### src/rtl/pyramid_addr_gen.sv
// pyramid_addr_gen: walks one downscaled image per round, emitting destination index and nearest-neighbour source address
module pyramid_addr_gen #(
    parameter int IMG_W   = 640,
    parameter int IMG_H   = 480,
    parameter int FRAC    = 4,
    parameter int SCALE_W = 13,
    parameter int ADDR_W  = 19,
    parameter int XW      = 10,
    parameter int YW      = 9
) (
    input  logic               clk,
    input  logic               rst_n,
    input  logic               start,
    input  logic               abort,
    input  logic [SCALE_W-1:0] scale,
    input  logic [ADDR_W-1:0]  buf_limit,
    input  logic               bypass,
    output logic               out_valid,
    input  logic               out_ready,
    output logic               wr_en,
    output logic [ADDR_W-1:0]  addr_request,
    output logic [ADDR_W-1:0]  addr_scale,
    output logic [XW-1:0]      x,
    output logic [YW-1:0]      y,
    output logic               last,
    output logic               full,
    output logic               busy,
    output logic               done,
    output logic               err
);
    localparam int AW = $clog2((IMG_W + IMG_H + (1 << SCALE_W)) << FRAC) + 1;
    localparam logic [AW-1:0] HALF = AW'(1 << (FRAC - 1));
    localparam logic [SCALE_W-1:0] ONE = SCALE_W'(1 << FRAC);
    typedef enum logic [1:0] {IDLE, RUN, DONE} state_t;
    state_t state_q;
    logic [SCALE_W-1:0] scale_q;
    logic [AW-1:0] x_acc_q, y_acc_q, x_acc_d, y_acc_d, x_sum, y_sum, nx_d, ny_d;
    logic [ADDR_W-1:0] req_q, addr_q, addr_d;
    logic [XW-1:0] x_q;
    logic [YW-1:0] y_q;
    logic wr_en_q, done_q, err_q, wrap, last_d, run, accept;
    assign run = state_q == RUN;
    assign full = run && (req_q >= buf_limit);
    assign out_valid = run && !(full && !bypass);
    assign accept = out_valid && out_ready && !abort;
    assign last = run && last_d;
    assign busy = state_q != IDLE;
    assign wr_en = wr_en_q;
    assign done = done_q;
    assign err = err_q;
    assign addr_request = req_q;
    assign addr_scale = addr_q;
    assign x = x_q;
    assign y = y_q;
    // Next source position: step the column, wrap to the next source row once the rounded column leaves the image
    always_comb begin
        x_sum = x_acc_q + AW'(scale_q);
        y_sum = y_acc_q + AW'(scale_q);
        wrap = ((x_sum + HALF) >> FRAC) >= AW'(IMG_W);
        x_acc_d = wrap ? '0 : x_sum;
        y_acc_d = wrap ? y_sum : y_acc_q;
        nx_d = (x_acc_d + HALF) >> FRAC;
        ny_d = (y_acc_d + HALF) >> FRAC;
        addr_d = ADDR_W'(ny_d) * ADDR_W'(IMG_W) + ADDR_W'(nx_d);
        last_d = wrap && (((y_sum + HALF) >> FRAC) >= AW'(IMG_H));
    end
    // Round control FSM and registered beat outputs; abort overrides start and acceptance
    always_ff @(posedge clk or negedge rst_n) begin
        if (!rst_n) begin
            state_q <= IDLE;
            scale_q <= '0;
            x_acc_q <= '0;
            y_acc_q <= '0;
            req_q   <= '0;
            addr_q  <= '0;
            x_q     <= '0;
            y_q     <= '0;
            wr_en_q <= 1'b0;
            done_q  <= 1'b0;
            err_q   <= 1'b0;
        end else begin
            wr_en_q <= accept;
            done_q  <= 1'b0;
            if (abort) begin
                state_q <= IDLE;
                x_acc_q <= '0;
                y_acc_q <= '0;
                req_q   <= '0;
                addr_q  <= '0;
                x_q     <= '0;
                y_q     <= '0;
            end else begin
                case (state_q)
                    IDLE: if (start) begin
                        if (scale >= ONE) begin
                            state_q <= RUN;
                            scale_q <= scale;
                            err_q   <= 1'b0;
                            x_acc_q <= '0;
                            y_acc_q <= '0;
                            req_q   <= '0;
                            addr_q  <= '0;
                            x_q     <= '0;
                            y_q     <= '0;
                        end else begin
                            err_q <= 1'b1;
                        end
                    end
                    RUN: if (accept) begin
                        if (last_d) begin
                            state_q <= DONE;
                            done_q  <= 1'b1;
                        end else begin
                            x_acc_q <= x_acc_d;
                            y_acc_q <= y_acc_d;
                            req_q   <= req_q + 1'b1;
                            addr_q  <= addr_d;
                            x_q     <= XW'(nx_d);
                            y_q     <= YW'(ny_d);
                        end
                    end
                    default: state_q <= IDLE;
                endcase
            end
        end
    end
endmodule

### config.mk
export PLATFORM = sky130hd
export DESIGN_NAME = pyramid_addr_gen
export DESIGN_NICKNAME = d
export VERILOG_FILES = /design/src/rtl/pyramid_addr_gen.sv
export SDC_FILE = /design/constraint.sdc
export NUM_CORES = 1
export LEC_CHECK = 0
export BUFFER_PORTS_ARGS = -buffer_cell sky130_fd_sc_hd__buf_2
export CORE_MARGIN = 2
export CORE_UTILIZATION = 27
export CTS_BUF_LIST = sky130_fd_sc_hd__clkbuf_4
export CTS_CLUSTER_SIZE = 30
export DETAILED_ROUTE_END_ITERATION = 6
export SKIP_CTS_REPAIR_TIMING = 1
export SLEW_MARGIN = 10
export SYNTH_ARGS = -nofsm -noshare
export SYNTH_HDL_FRONTEND = slang
export SYNTH_SLANG_ARGS = --single-unit
export TNS_END_PERCENT = 5
### constraint.sdc
create_clock -name clk -period 7.7 [get_ports clk]
set_input_delay 1.155 -clock clk [delete_from_list [all_inputs] [get_ports clk]]
set_output_delay 1.155 -clock clk [all_outputs]
set_load 0.02 [all_outputs]
# == After elaboration in Yosys (flattened, before gate mapping) ==
# Index checks and enable logic that the tools add are counted.
# totals
ff_bits,113
latchBits,0
ram_bits,0
rom_bits,0
out_inout_bits,64
memories,0
# op_classes
addsub,8
multipliers,1
div_mod_pow,0
n_lt_le_gt_ge,4
eq_ne,6
shift,0
n_mux,43
bitwise_logic,1
n_reduce_logical,17
# op_table
operator,count
19-bit 2-to-1 mux,16
19-bit one-hot mux with 2 select lines,4
19-bit by 4-bit adder with 19-bit output (second input constant),4
10-bit 2-to-1 mux,5
9-bit 2-to-1 mux,5
19-bit by 13-bit adder with 19-bit output,2
10-bit one-hot mux with 2 select lines,1
19-bit by 1-bit adder with 19-bit output (second input constant),1
19-bit by 15-bit adder with 19-bit output,1
19-bit >= comparator,1
9-bit one-hot mux with 2 select lines,1
15-bit by 10-bit >= comparator with 1-bit output (second input constant),1
15-bit by 9-bit >= comparator with 1-bit output (second input constant),1
15-bit by 3-bit multiplier with 12-bit output (second input constant),1
13-bit by 5-bit >= comparator with 1-bit output (second input constant),1
3-bit != test (second input constant),4
2-bit 2-to-1 mux,5
4-bit AND reduction,2
1-bit logical AND,7
1-bit 2-to-1 mux,5
5-bit AND reduction,1
2-bit one-hot mux with 2 select lines,1
1-bit zero test,3
3-bit by 2-bit != test with 1-bit output (second input constant),1
6 further kinds,6

# == Longest topological paths before layout ==
# depth
depth_word,11
depth_mapped,38

# == Least setup slack after synthesis ==
# OpenSTA, ideal clock, no wires.
# synth_timing
kind,reg2reg
from,reg scale_q[0]
to,"reg addr_q[18], in the netlist addr_scale[18]"
setup_ns,0.134
arrival_time_ns,6.629
required_ns,7.566
slack_ns,0.937
stages_incl_launch_ff,33
cell_sequence,dfrtp_1 -> ha_1 -> inv_1 -> fa_1 -> nand2b_1 -> a21oi_1 -> o21ai_2 -> o22a_1 -> nand3b_4 -> and2_1 -> a221o_1 -> nor3b_1 -> nor3b_4 -> nand2_2 -> buf_6 -> mux2_2 -> ha_1 -> xnor2_1 -> ha_1 -> ha_1 -> fa_1 -> ha_1 -> a21oi_1 -> o21bai_1 -> a21oi_1 -> nor2b_1 -> nor2_1 -> nor3b_1 -> xnor2_1 -> xnor2_1 -> nor3_1 -> o2111ai_1 -> o211ai_2
# synth_between
elab_chain_len,11
word_cells_on_any_way,19
cone_classes,add/sub: 7; mul: 1; order compare: 2; eq/ne: 1; mux: 6; reduce/logical: 2
# synth_lines
element,line_no,text
start: declaration,36,logic [SCALE_W-1:0] scale_q;
start signal: assignment,97,scale_q <= scale;
19-bit by 13-bit adder with 19-bit output,57,x_sum = x_acc_q + AW'(scale_q);
19-bit by 4-bit adder with 19-bit output,59,wrap = ((x_sum + HALF) >> FRAC) >= AW'(IMG_W);
15-bit by 10-bit >= comparator with 1-bit output,59,
19-bit 2-to-1 mux,61,y_acc_d = wrap ? y_sum : y_acc_q;
19-bit by 4-bit adder with 19-bit output,63,ny_d = (y_acc_d + HALF) >> FRAC;
15-bit by 3-bit multiplier with 12-bit output,64,addr_d = ADDR_W'(ny_d) * ADDR_W'(IMG_W) + ADDR_W'(nx_d);
19-bit by 15-bit adder with 19-bit output,64,
19-bit 2-to-1 mux,110,if (last_d) begin
19-bit 2-to-1 mux,109,RUN: if (accept) begin
19-bit one-hot mux with 2 select lines,93,case (state_q)
19-bit 2-to-1 mux,84,if (abort) begin
end signal: assignment,117,addr_q <= addr_d;
end: declaration,38,"logic [ADDR_W-1:0] req_q, addr_q, addr_d;"
# Parallel ways exist; a longest one is shown, timed or not. The select of a mux whose other input is x is not followed.
# A chain may end at the register's enable or synchronous reset.

# == Final worst setup path ==
# Same ends and word-level chain as after synthesis.

==> impl_metrics.toml <==
[route]
drt-total-wl_um = 22100
wl_per_cell_um = 15.3
viasPerCell = 4.94
drtIter0Drc = 427
drc_errors = 0
firstDrtPassIters = 5
via_count = 7115
ant_nets = 0

[cells_and_area]
fin_cells = 1439
final_cell_mix = "nand2_1, dfrtp_1, buf_2"
fillers = 3244
nNetsFinal = 1146
multi_input_area_mm2 = 0.00540
seq_area_mm2 = 0.00265
area_delta_synth_final_pct = 12.4
drive_gt1_share_pct = 17.2
final_common_cell = "nand2_1"

[flow_run]
drv_cap = 0

[sta]
finalHoldViolations = 0
setup_viol = 0
clock_skew_ps = 27.8
tightestPinTransition_ps = 857
max_freq_mhz = 143
rsz0062_at_grt = "false"
fin_crit_ps = 6990
fin_tns_setup_ps = 0
slew_headroom_pct = 42.9
slew_viol_final = 0
fin_crit_sh_pct = 90.8
setup_ws_ps = 709

[clock_network]
cts-root-buf = "clkbuf_4"
cts.path.max_buffers = 2
cts_tree = "yes"
cts_htree_levels = 3
clock_sinks = 106
clkTransAtPathRegs_ps = 200
clock_latency_ps = 530
cts_buffers = 9

[synth]
yosysWarnings = 0
synth_area_mm2 = 0.00840
synth_edf_count = 0
async_flop_share_pct = 100
netlist_instances = 948
yosysSeqAreaShare_pct = 31.6
ys.flop_type = "dfrtp_1"
ys_types = 86
syn_avg_cell_area_um2 = 8.86
ys_ff_latch = 106

[place]
dp.cells = 1417
hpwl_um = 17100
place_ws_ps = 694
gp_congestion = 0.850
io_buffers = 101

[critical_path]
crit_fanout = 5
path_common_cell = "ha_1"
max_stage_delay_ps = 470
worstSetupEndpointType = "register"
cp.arrival_ps = 7420
crit_slowest_cell = "xor2_1"
crit_required_ps = 8130
start_kind = "register"
path_class = "reg -> reg"

[grt]
grt_overflow = 0
grt_first_pass_wirelength_um = 36400
grt_usage_pct = 13.7
grt_max_degree = 72
antenna_found_initial = 8
first_global_vias = 6796

[pwr]
power_density_mw_per_mm2 = 152
peakVddDrop_uv = 53.9
power_leakage_nw = 4.48

[worst_hold_path]
hp-class = "reg -> reg"

[floorplan]
dieWidth_um = 180
fp.coreArea_mm2 = 0.0306
die_area_mm2 = 0.0325
io_pins = 102
die_y_um = 180
num_rows = 64
start_util_pct = 27.5

[run_status]
status = "complete, no violations"
[layer usage]
layer	up-vias	GRT usage, %	part of all wire (%)
met5	-	0	0.11
met4	4	4.23	1.4
met3	19	1.90	4.5
met2	144	22.7	47
met1	3385	18.5	47
li1	3563	-	-
[where the power goes]
part	total [mW]	switching [mW]	internal, mW
sequential	0.624	0.0352	0.589
combinational	0.514	0.328	0.187
clock	0.301	0.224	0.0763
total	1.44	0.587	0.852
[final cells by class]
class / count / area share (%)
antenna: 6 / 0.159
clock buffer: 9 / 0.716
clock inverter: 7 / 0.689
inverter: 47 / 1.87
multi-input combinational: 759 / 57.2
sequential: 106 / 28.1
tap: 396 / 5.25
timing repair buffer: 109 / 6.02
[state kept, by name, summed over array words and instances (netlist names)]
name and flops:
addr_request 19, addr_scale 19, x_acc_q 19, y_acc_q 19, scale_q 13, y 9
x 3, state_q 2, done 1, err 1, wr_en 1
[stage by stage]
stage	cell area [um2]	utilization [%]	power (mW)	hold slack, ps
finish	9440	30.9	1.44	472
global route	9430	30.8	1.54	490
CTS	9410	30.8	1.45	473
detailed placement	9280	30.3	1.15	458
global placement	9280	30.3	1.14	444
floorplan	8410	-	1.01	423
[cells in the mapped netlist, types with 5 or more instances]
master / instances / area share (%)
nand2_1: 121 / 5.4
nand3_1: 30 / 1.8
mux2i_1: 8 / 0.95
a21o_1: 23 / 2.1
o21ai_1: 8 / 0.48
a21oi_1: 49 / 2.9
xnor2_1: 54 / 5.6
a211oi_1: 5 / 0.45
inv_1: 46 / 2.1
and2_1: 11 / 0.82
xor2_1: 32 / 3.3
o211ai_1: 6 / 0.54
o21ai_2: 5 / 0.52
o21bai_1: 10 / 0.89
nor3_1: 22 / 1.3
nand2b_1: 8 / 0.60
nor2_1: 63 / 2.8
nor2b_1: 6 / 0.45
dfrtp_1: 106 / 32
buf_4: 7 / 0.63
buf_2: 12 / 0.72
o31ai_1: 32 / 2.9
clkbuf_1: 14 / 0.63
a211o_1: 5 / 0.52
mux2_2: 16 / 2.1
a31oi_1: 8 / 0.60
and3_1: 10 / 0.74
or3_1: 6 / 0.45
nor3b_1: 6 / 0.54
o21ai_0: 32 / 1.9
nor4_1: 5 / 0.37
nand4_1: 14 / 1.0
ha_1: 72 / 11
a22o_1: 9 / 0.94
o21a_1: 10 / 0.89
[cells by family after synthesis]
kind of cell | Yosys count | synth area share, %
AND/OR/NAND/NOR | 332 | 19.9
AO/OA/AOI/OAI | 235 | 19.6
flip-flops | 106 | 31.6
XOR/XNOR | 88 | 9.35
buffers and inverters | 85 | 4.47
adder cells (fa/ha/maj) | 76 | 11.7
multiplexers | 25 | 3.37
other | 1 | 0.0446
[path summary, 6_finish.rpt]
check / startpoint / end / slack (ps) / depth (start not counted)
max reg2reg: scale_q[0] / addr_scale[18] / 710 / 34
min: state_q[1] / state_q[0] / 470 / 1
min in group asynchronous: rst_n / addr_scale[16] / 600 / 1
max in group asynchronous: rst_n / scale_q[7] / 5850 / 2
min reg2reg: state_q[1] / state_q[0] / 470 / 1
max: scale_q[0] / addr_scale[18] / 710 / 34
[critical path, delay by kind of cell (launching register included)]
family | cells | cell delay (ps)
AO/OA/AOI/OAI | 7 | 1050
XOR/XNOR | 5 | 1220
adder cells (fa/ha/maj) | 7 | 1960
buffers and inverters | 2 | 160
flip-flops | 1 | 430
multiplexers | 1 | 300
AND/OR/NAND/NOR | 12 | 1740
No activity file was read; power rests on OpenSTA's default activity.
